`src/rtl/led_disp_pkg.sv`:
```
// Shared constants and FSM state types for the LED frame controller.
// Display command/address encodings match the writepixels byte protocol.
package led_disp_pkg;

  localparam logic [7:0] CMD_DISPLAY_ON = 8'h88;
  localparam logic [7:0] ADDR_BASE      = 8'hC0;
  localparam logic [7:0] POS_CTRL       = 8'hFF;

  typedef enum logic [1:0] {
    R_IDLE,
    R_CMD,
    R_SETTLE,
    R_COL
  } refresh_state_t;

  typedef enum logic [1:0] {
    L_IDLE,
    L_FRAME,
    L_BRIGHT
  } load_state_t;

endpackage

```
`src/rtl/led_tick_gen.sv`:
```
// Free-running divider: one-cycle tick every PERIOD clocks, registered output.
// Counts 0..PERIOD-1; tick is asserted the cycle after the wrap value is seen.
module led_tick_gen #(
  parameter int PERIOD = 1_200_000
) (
  input  logic clk,
  input  logic rst,
  output logic tick
);

  localparam int CW = (PERIOD > 1) ? $clog2(PERIOD) : 1;
  localparam logic [CW-1:0] LAST = CW'(PERIOD - 1);

  logic [CW-1:0] cnt;

  always_ff @(posedge clk or posedge rst) begin
    if (rst) begin
      cnt  <= '0;
      tick <= 1'b0;
    end else begin
      tick <= (cnt == LAST);
      if (cnt == LAST) cnt <= '0;
      else             cnt <= cnt + 1'b1;
    end
  end

endmodule

```
`src/rtl/led_frame_ctrl.sv`:
```
// UART command loader into a double-buffered frame store, plus periodic refresh of the
// front buffer to writepixels over a valid/busy handshake; buffers swap only between passes.
module led_frame_ctrl
  import led_disp_pkg::*;
#(
  parameter int         CLK_HZ         = 12_000_000,
  parameter int         REFRESH_HZ     = 10,
  parameter int         NUM_COLS       = 16,
  parameter int         SETTLE_CYCLES  = CLK_HZ / 1000,
  parameter int         TIMEOUT_CYCLES = CLK_HZ / 100,
  parameter logic [7:0] FRAME_CHAR     = 8'h41,
  parameter logic [7:0] BRIGHT_CHAR    = 8'h42
) (
  input  logic       CLK,
  input  logic       RST,
  input  logic       i_rx_valid,
  input  logic [7:0] i_rx_data,
  input  logic       i_wr_busy,
  output logic       o_wr_valid,
  output logic [7:0] o_wr_pos,
  output logic [7:0] o_wr_data,
  output logic       o_frame_done,
  output logic       o_rx_err,
  output logic       o_overrun
);

  localparam int IW = (NUM_COLS > 1) ? $clog2(NUM_COLS) : 1;
  localparam int SW = $clog2(SETTLE_CYCLES + 1);
  localparam int TW = $clog2(TIMEOUT_CYCLES + 1);
  localparam logic [IW-1:0] LAST_COL   = IW'(NUM_COLS - 1);
  localparam logic [SW-1:0] SETTLE_END = SW'(SETTLE_CYCLES - 1);
  localparam logic [TW-1:0] GAP_END    = TW'(TIMEOUT_CYCLES - 1);

  logic tick;

  led_tick_gen #(.PERIOD(CLK_HZ / REFRESH_HZ)) u_tick (
    .clk  (CLK),
    .rst  (RST),
    .tick (tick)
  );

  logic [7:0] front [NUM_COLS];
  logic [7:0] back  [NUM_COLS];
  logic [2:0] brightness;
  logic       swap_pending;

  // ---------------- refresh side ----------------
  refresh_state_t r_state, r_next;
  logic [IW-1:0]  col;
  logic [SW-1:0]  settle_cnt;
  logic           can_send, settle_done;
  logic           send_cmd, send_col, do_swap, pass_end;

  assign can_send    = !i_wr_busy && !o_wr_valid;
  assign settle_done = (settle_cnt == SETTLE_END);

  always_ff @(posedge CLK or posedge RST) begin
    if (RST) r_state <= R_IDLE;
    else     r_state <= r_next;
  end

  always_comb begin
    r_next = r_state;
    case (r_state)
      R_IDLE:   if (tick) r_next = R_CMD;
      R_CMD:    if (can_send) r_next = R_SETTLE;
      R_SETTLE: if (settle_done) r_next = R_COL;
      R_COL:    if (can_send && col == LAST_COL) r_next = R_IDLE;
      default:  r_next = R_IDLE;
    endcase
  end

  always_comb begin
    send_cmd = (r_state == R_CMD) && can_send;
    send_col = (r_state == R_COL) && can_send;
    do_swap  = (r_state == R_IDLE) && tick && swap_pending;
    pass_end = send_col && (col == LAST_COL);
  end

  always_ff @(posedge CLK or posedge RST) begin
    if (RST) begin
      o_wr_valid   <= 1'b0;
      o_wr_pos     <= '0;
      o_wr_data    <= '0;
      o_frame_done <= 1'b0;
      o_overrun    <= 1'b0;
      col          <= '0;
      settle_cnt   <= '0;
      for (int i = 0; i < NUM_COLS; i++) front[i] <= '0;
    end else begin
      o_wr_valid   <= send_cmd || send_col;
      o_frame_done <= pass_end;
      o_overrun    <= tick && (r_state != R_IDLE);
      if (send_cmd) begin
        o_wr_pos  <= POS_CTRL;
        o_wr_data <= CMD_DISPLAY_ON | {5'b0, brightness};
      end else if (send_col) begin
        o_wr_pos  <= ADDR_BASE + 8'(col);
        o_wr_data <= front[col];
      end
      if (r_state != R_COL) col <= '0;
      else if (send_col)    col <= col + 1'b1;
      if (r_state == R_SETTLE) settle_cnt <= settle_cnt + 1'b1;
      else                     settle_cnt <= '0;
      // Front only changes from R_IDLE, so a pass never mixes two frames.
      if (do_swap)
        for (int i = 0; i < NUM_COLS; i++) front[i] <= back[i];
    end
  end

  // ---------------- loader side ----------------
  load_state_t   l_state, l_next;
  logic [IW-1:0] idx;
  logic [TW-1:0] gap_cnt;
  logic          timeout, wr_back, set_swap, set_bright;

  assign timeout = (l_state != L_IDLE) && !i_rx_valid && (gap_cnt == GAP_END);

  always_ff @(posedge CLK or posedge RST) begin
    if (RST) l_state <= L_IDLE;
    else     l_state <= l_next;
  end

  always_comb begin
    l_next = l_state;
    case (l_state)
      L_IDLE: begin
        if (i_rx_valid && i_rx_data == FRAME_CHAR && !swap_pending) l_next = L_FRAME;
        else if (i_rx_valid && i_rx_data == BRIGHT_CHAR)            l_next = L_BRIGHT;
      end
      L_FRAME:  if ((i_rx_valid && idx == LAST_COL) || timeout) l_next = L_IDLE;
      L_BRIGHT: if (i_rx_valid || timeout) l_next = L_IDLE;
      default:  l_next = L_IDLE;
    endcase
  end

  always_comb begin
    wr_back    = (l_state == L_FRAME) && i_rx_valid;
    set_swap   = wr_back && (idx == LAST_COL);
    set_bright = (l_state == L_BRIGHT) && i_rx_valid;
  end

  always_ff @(posedge CLK or posedge RST) begin
    if (RST) begin
      idx          <= '0;
      gap_cnt      <= '0;
      brightness   <= 3'd1;
      swap_pending <= 1'b0;
      o_rx_err     <= 1'b0;
      for (int i = 0; i < NUM_COLS; i++) back[i] <= '0;
    end else begin
      o_rx_err <= timeout;
      if (l_state != L_FRAME) idx <= '0;
      else if (wr_back)       idx <= idx + 1'b1;
      if (l_state == L_IDLE || i_rx_valid) gap_cnt <= '0;
      else                                 gap_cnt <= gap_cnt + 1'b1;
      if (wr_back)    back[idx]  <= i_rx_data;
      if (set_bright) brightness <= i_rx_data[2:0];
      // set and clear never coincide: a load only starts while nothing is pending
      if (set_swap)     swap_pending <= 1'b1;
      else if (do_swap) swap_pending <= 1'b0;
    end
  end

endmodule
```
`config.mk`:
```
export PLATFORM = sky130hd
export DESIGN_NAME = led_frame_ctrl
export DESIGN_NICKNAME = d
export VERILOG_FILES = /design/src/rtl/led_disp_pkg.sv /design/src/rtl/led_tick_gen.sv /design/src/rtl/led_frame_ctrl.sv
export SDC_FILE = /design/constraint.sdc
export NUM_CORES = 1
export LEC_CHECK = 0
export ABC_AREA = 1
export CAP_MARGIN = 20
export CORE_MARGIN = 1
export CORE_UTILIZATION = 45
export DETAILED_ROUTE_END_ITERATION = 10
export GPL_TIMING_DRIVEN = 0
export REMOVE_ABC_BUFFERS = 1
export SKIP_LAST_GASP = 1
export SYNTH_ARGS = -nofsm -noshare
export SYNTH_HDL_FRONTEND = slang
export SYNTH_HIERARCHICAL = 1
export SYNTH_SLANG_ARGS = --single-unit
```
`constraint.sdc`:
```
create_clock -name CLK -period 20.9 [get_ports CLK]
set_clock_uncertainty 0.15 [all_clocks]
set_input_delay 5.225 -clock CLK [delete_from_list [all_inputs] [get_ports CLK]]
set_output_delay 5.225 -clock CLK [all_outputs]
set_load 0.01 [all_outputs]
```
==> key figures, run 1 <==
STA
  • Final setup fails: 0
  • Slew Viols, Final: 0
  • Actual slew at the worst max-slew pin: 0.9534 ns
  • Endpoints failing hold: 0
  • Setup slack after layout: 13.87 ns
  • Hold Slack: between 0.3 and 0.4 ns
  • Period utilization: 33.63%
  • Slew margin rel.: between 30% and 40%
  • F_max: 0.1423 GHz
  • Fin Setup TNS: 0 ns
  • RSZ-0062 raised after global routing: false
  • Final min period: about 7.0 ns

Place
  • DP Worst Slack: ~13 ns
  • Port bufs: 31
  • Gp weighted congestion: 0.8673
  • Placed wire-length estimate: approximately 22000 um

Setup path
  • CP startpoint: i_rx_valid
  • Crit path kind: input pin to flip-flop
  • RR Startpoint: r_state[0]$_DFFE_PP0P_
  • CP Capture Type: flip-flop
  • CP Launch Type: input pin
  • CP required: around 21 ns
  • Crit path arrival time: around 7.3 ns
  • Crit-path max FO: 16

Logic synthesis
  • Async SR Flop Fraction: 100.0%
  • Netlist Area Pre-Place: 15210 um^2
  • Library cells used by synthesis: 41
  • Synth Register Bits: 343
  • Dominant synthesized flop cell: dfrtp_1
  • Number of synthesized flops with an enable pin: 0
  • Post-Syn Area per Cell: 8.539 um^2
  • Synth warn: 6
  • Post-synthesis sequential area ratio: 56.45%
  • Post-synthesis cell count: 1781

Clock tree
  • Root Driver: clkbuf_16
  • H-tree Lvls: 2
  • CTS Buf Count: 39
  • CTS tree: yes
  • Clock-pin slew on the worst setup and hold paths: 0.05 ns
  • Max clock buf depth: 3
  • Clock latency at the later pin of the worst-skew pair: 0.52 ns
  • Clk sink count: 343
  • Post-CTS setup buffers: 0
  • Post-CTS resize count: 0
  • CTS Hold Bufs: 0

Global route
  • Overflow after GRT: 0
  • First-pass GRT wire length: 57860 um
  • Vias in the first global route: 10.98k
  • GRT Total Usage: between 20% and 30%
  • Largest net degree at the start of global routing: ~130
  • Initial antenna violation count: 1

Hold path
  • Hold Path Class: flip-flop to flip-flop
  • Min-Delay Startpoint: settle_cnt[0]$_DFF_PP0_

Floorplan
  • Initial Util: 46.27%
  • Die Area: 34530 um^2
  • # IOs: 32
  • Die X: 185.8 um
  • DIE HEIGHT: 185.8 um
  • Placeable Area: 32870 um^2
  • FP Rows: 66

Final layout
  • Filler cell count: 3171
  • Nets: ~1.8k
  • Antenna cells: 0
  • Syn-to-layout area delta: 13.35%
  • Share of layout cells above drive strength 1: 6.464%

Job
  • Max cap viols: 0

Power
  • P per Cell Area: 76.45 nW/um^2
  • Leakage power: between 0.007 and 0.008 uW
  • Worst VDD drop: 0.05512 mV

Route
  • WL final: 34670 um
  • DR vias/cell: 5.055
  • Pre-antenna DRT Iters: 5
  • Initial DRC Count: 869
  • Vias: 11.38k
  • Drt drc: 0
  • WL/cell: 15.40 um
  • Post-DRT Antenna Nets: 0

Run status
  • Status: completed
-- cell families (layout without fill, tap and decap cells) --
logic type,Yosys count,after routing,share of synthesized area (%)
flops,343,343,56.45
fa+ha+maj,12,12,0.9872
buf+inv,278,307,7.248
simple gates,793,793,22.73
xor+xnor,18,18,1.037
compound gates,337,337,11.55
-- worst paths after layout --
kind	end	slack (ns)	cells after the start
max in group asynchronous	front[5]$_DFFE_PP0P_	14.33	3
worst min-delay path	settle_cnt[0]$_DFF_PP0_	0.31	1
worst max register to register	front[29]$_DFFE_PP0P_	17.94	9
worst min register to register	settle_cnt[0]$_DFF_PP0_	0.31	1
min in group asynchronous	gap_cnt[1]$_DFF_PP0_	5.14	2
worst max-delay path	back[103]$_DFFE_PP0P_	13.87	5
-- power breakdown --
group	leakage (uW)	internal, uW	total (uW)	switching [uW]
logic	0.00255	3.40	22.5	19.1
clock network	0.000573	371	630	259
registers	0.00472	665	665	0.168
total	0.00784	1040	1320	278
-- cells in the final DEF (no fill, tap or decap), drive strengths merged --
cell type,count
a2bb2oi,2
xnor2,4
clkinv,9
nand3b,1
nand3,127
nor4,1
inv,193
nor3b,2
clkdlybuf4s50,31
xor2,14
nand2,501
clkinvlp,1
nor3,27
dfrtp,342
dfstp,1
nor2,117
o21bai,2
o21a,3
ha,12
o211ai,17
o22ai,3
o21ai,256
buf,14
a22o,1
or2,4
a21oi,53
nand4,13
clkbuf,59
-- sequential cells by signal, summed over array words and instances, names as in the netlist, 3 cells and up --
name and cells:
u_tick/cnt 21, settle_cnt 14, gap_cnt 17, col 4, o_wr_pos 6, idx 4, brightness 3, o_wr_data 8
back 128, front 128
-- stage by stage --
step,cell area (um^2),utilization (%),power (uW),std cells
floorplan,14850,-,689.8,1700
global placement,15710,47.80,699.6,2173
detailed placement,16070,48.89,700.7,2187
CTS,17240,52.45,1338,2252
global route,17240,52.45,1367,2252
finish,17240,52.45,1318,2252
-- cell usage after synthesis, drive strengths merged, types with 2 or more instances --
cell	count	share of area, %
a21oi	53	1.7
a2bb2oi	2	0.12
buf	37	1.3
clkbuf	44	1.1
clkinv	5	0.12
dfrtp	342	56
ha	12	0.99
inv	192	4.7
nand2	501	13
nand3	127	4.4
nand4	13	0.53
nor2	117	3.6
nor3	27	1.1
nor3b	2	0.17
o211ai	17	0.84
o21a	3	0.15
o21ai	256	8.4
o21bai	2	0.099
o22ai	3	0.12
or2	4	0.16
xnor2	4	0.23
xor2	14	0.81
-- metal layers --
metal	vias to the layer above	wire length, um	GRT usage, %
met1	5410	16530	30.74
li1	5711	-	-
met3	55	1624	3.463
met4	2	601	5.180
met5	-	13	0
met2	205	15910	33.85
-- cell type report --
class	instances	area [um^2]	area share (%)
timing repair buffer	45	650.6	3.774
clock inverter	6	40.04	0.2323
tap	442	553.0	3.208
clock buffer	59	1131	6.561
inverter	197	747.0	4.333
sequential	343	8589	49.83
multi-input combinational	1160	5528	32.07
-- worst max-delay path: stages --
cell and delay [ns]:
clkdlybuf4s50_1 0.78, nand2_1 0.18, inv_1 0.17, nand3_1 0.53, o21ai_0 0.39
Note: power is estimated with default switching activity, not from simulation.
==> run 2: changes to the inputs <==
==> constraint.sdc (replaced) <==
create_clock -name CLK -period 6.63 [get_ports CLK]
set_clock_uncertainty 0.15 [all_clocks]
set_input_delay 1.6575 -clock CLK [delete_from_list [all_inputs] [get_ports CLK]]
set_output_delay 1.6575 -clock CLK [all_outputs]
set_load 0.01 [all_outputs]
==> results of run 2 <==
Same layout as run 1 (identical final DEF). Status: completed.
Main changes from that run: setup slack after placement 13.31 ns -> 2.604 ns; setup slack after layout 13.87 ns -> 3.169 ns; register-to-register setup slack 17.94 ns -> 3.67 ns; total power 1318 uW -> 4154 uW; worst IR drop on VDD 0.05512 mV -> 0.1738 mV
==> run 3: changes to the inputs <==
==> constraint.sdc (replaced) <==
create_clock -name CLK -period 3.1 [get_ports CLK]
set_clock_uncertainty 0.15 [all_clocks]
set_input_delay 0.775 -clock CLK [delete_from_list [all_inputs] [get_ports CLK]]
set_output_delay 0.775 -clock CLK [all_outputs]
set_load 0.01 [all_outputs]
==> key figures, run 3 (synthesis results as in run 1) <==
Final layout
  • Share of layout cells above drive strength 1: 6.722% (was 6.464%)
  • Final Util: 52.60% (was 52.45%)
  • Nets: 1815 (was 1810)
  • Syn-to-layout area delta: 13.68% (was 13.35%)
  • Commonest non-fill, non-tap cells in the layout: 490 x nand2_1, 340 x dfrtp_1, 200 x o21ai_0 (unchanged)
  • Commonest non-fill, non-tap cell in the layout: nand2_1 (unchanged)
  • Top flop regs: back (128), front (128), u_tick/cnt (21) (unchanged)
  • Antenna cells: 0 (unchanged)

Global route
  • Initial antenna violation count: 1 (unchanged)
  • First-pass GRT wire length: 57860 um (unchanged)
  • Overflow after GRT: 0 (unchanged)
  • Largest net degree at the start of global routing: 125 (unchanged)
  • Vias in the first global route: 10.98k (unchanged)
  • GRT Total Usage: 21.40% (unchanged)

Route
  • Pre-antenna DRT Iters: 4 (was 5)
  • Post-DRT Antenna Nets: 0 (unchanged)
  • DR vias/cell: 5.063 (was 5.055)
  • WL/cell: 15.42 um (was 15.40 um)
  • WL final: 34810 um (was 34670 um)
  • Vias: 11.43k (was 11.38k)
  • Initial DRC Count: 904 (was 869)
  • Drt drc: 0 (unchanged)

Floorplan
  • Die X: 185.8 um (unchanged)
  • FP Rows: 66 (unchanged)
  • Die Area: 34530 um^2 (unchanged)
  • Initial Util: 46.27% (unchanged)
  • DIE HEIGHT: 185.8 um (unchanged)
  • # IOs: 32 (unchanged)
  • Placeable Area: 32870 um^2 (unchanged)

STA
  • Final setup fails: 0 (unchanged)
  • Final min period: between 2 and 3 ns
  • Period utilization: 94.21%
  • Actual slew at the worst max-slew pin: 0.9422 ns (was 0.9534 ns)
  • Hold Slack: 0.3096 ns (about the same)
  • Slew Viols, Final: 0 (unchanged)
  • F_max: ~0.34 GHz
  • Fin Setup TNS: 0 ns (unchanged)
  • Setup slack after layout: 0.1795 ns (was 3.169 ns)
  • RSZ-0062 raised after global routing: false (unchanged)
  • Slew margin rel.: 37.19% (was 36.44%)
  • Endpoints failing hold: 0 (unchanged)

Setup path
  • Crit path arrival time: 3.23 ns (was 3.72 ns)
  • Crit path kind: flip-flop to flip-flop (was input pin to flip-flop)
  • Worst path cell trace: buf_16, clkinv_1, buf_16, nand2_1, nand3_1, nand3_1, nand3_1, nand3_1, nand2_1, inv_1 (was clkdlybuf4s50_1, nand2_1, inv_1, nand3_1, o21ai_0)
  • Critical path's most frequent cell: nand3_1
  • CP Capture Type: flip-flop (unchanged)
  • Crit-path max FO: 53 (was 16)
  • RR Startpoint: col[0]$_DFFE_PP0P_ (was r_state[0]$_DFFE_PP0P_)
  • CP Launch Type: flip-flop (was input pin)
  • Crit path max-delay cell type: dfrtp_4 (was clkdlybuf4s50_1)
  • Register-to-register setup slack: 0.18 ns (was 3.67 ns)
  • CP required: 3.41 ns (was 6.89 ns)
  • Reg2reg end: o_wr_data[7]$_DFFE_PP0P_ (was front[29]$_DFFE_PP0P_)
  • Worst stage delay on the critical path: 0.75 ns (was 0.78 ns)
  • Worst r2r path cells: 10 (was 9)

Clock tree
  • CTS tree: yes (unchanged)
  • H-tree Lvls: 2 (unchanged)
  • Clk sink count: 343 (unchanged)
  • Root Driver: clkbuf_16 (unchanged)
  • Max clock buf depth: 3 (unchanged)
  • CTS Buf Count: 39 (unchanged)
  • Clock-pin slew on the worst setup and hold paths: 0.06 ns (was 0.05 ns)
  • Clock latency at the later pin of the worst-skew pair: 0.52 ns (about the same)

Place
  • DP Worst Slack: -0.04320 ns (was 2.604 ns)
  • Gp weighted congestion: 0.8673 (unchanged)
  • Placed wire-length estimate: 22140 um (unchanged)
  • Port bufs: 31 (unchanged)

Power
  • Leakage power: 0.007873 uW (was 0.007843 uW)
  • Worst VDD drop: 0.3718 mV (was 0.1738 mV)
  • Total power: 8892 uW (was 4154 uW)
  • P per Cell Area: 514.3 nW/um^2 (was 241.0 nW/um^2)

Hold path
  • Hold Path Sink: settle_cnt[0]$_DFF_PP0_ (unchanged)
  • Hold Path Class: flip-flop to flip-flop (unchanged)
  • Min-Delay Startpoint: settle_cnt[0]$_DFF_PP0_ (unchanged)
  • Worst hold path cell count: 1 (unchanged)

Run status
  • Status: completed (unchanged)

Job
  • Max cap viols: 0 (unchanged)
[run 3: repair_timing]
| item | 4_1_cts | 5_1_grt |
|---|---|---|
| resized for setup | 0 | 0 |
| buffers inserted | 0 | 5 |
| hold buffers | 0 | 0 |
| endpoints found under the setup margin | 0 | 12 |
[run 3: how the worst max path moves through the flow]
stage                               end  slack (ns)                   start  cells after the start
3_5_place_dp      back[103]$_DFFE_PP0P_       -0.04              i_rx_valid                      5
5_1_grt        o_wr_data[7]$_DFFE_PP0P_       0.008      col[0]$_DFFE_PP0P_                     10
6_report       o_wr_data[7]$_DFFE_PP0P_        0.18      col[0]$_DFFE_PP0P_                     10
4_1_cts           front[29]$_DFFE_PP0P_        0.08  r_state[0]$_DFFE_PP0P_                      8
3_3_place_gp       front[9]$_DFFE_PP0P_      -11.85  r_state[1]$_DFFE_PP0P_                      6
2_1_floorplan       back[0]$_DFFE_PP0P_       -6.71                     RST                      1
[run 3: power breakdown]
group / leakage [uW] / internal [uW] / switching, uW
registers: 0.00472 / 4480 / 1.20
logic: 0.00258 / 22.9 / 129
clock network: 0.000573 / 2500 / 1750
[run 3: cell type report]
cell class	count	area, um^2
clock inverter	6	40.04
sequential	343	8589
clock buffer	59	1131
multi-input combinational	1160	5528
tap	442	553.0
inverter	197	747.0
fill	3160	15580
timing repair buffer	50	700.7
[run 3: metrics by stage]
step	area, um^2	cells
after floorplan	14850	1700
after global placement	15710	2173
after detailed placement	16070	2187
after CTS	17240	2252
after global routing	17290	2257
final	17290	2257
[run 3: critical path: cells and delay by family (launching register included)]
kind	cells	cell delay, ns
buffers and inverters	4	1.28
flip-flops	1	0.75
AND/OR/NAND/NOR	6	0.63
[run 3: metal layers]
layer	share of wire [%]	vias to the layer above	global-route usage, %	wire length, um
met1	48	5451	30.74	16620
met2	46	201	33.85	15990
met3	4.5	55	3.463	1574
met4	1.7	2	5.180	603
li1	-	5719	-	-
met5	0.037	-	0	13
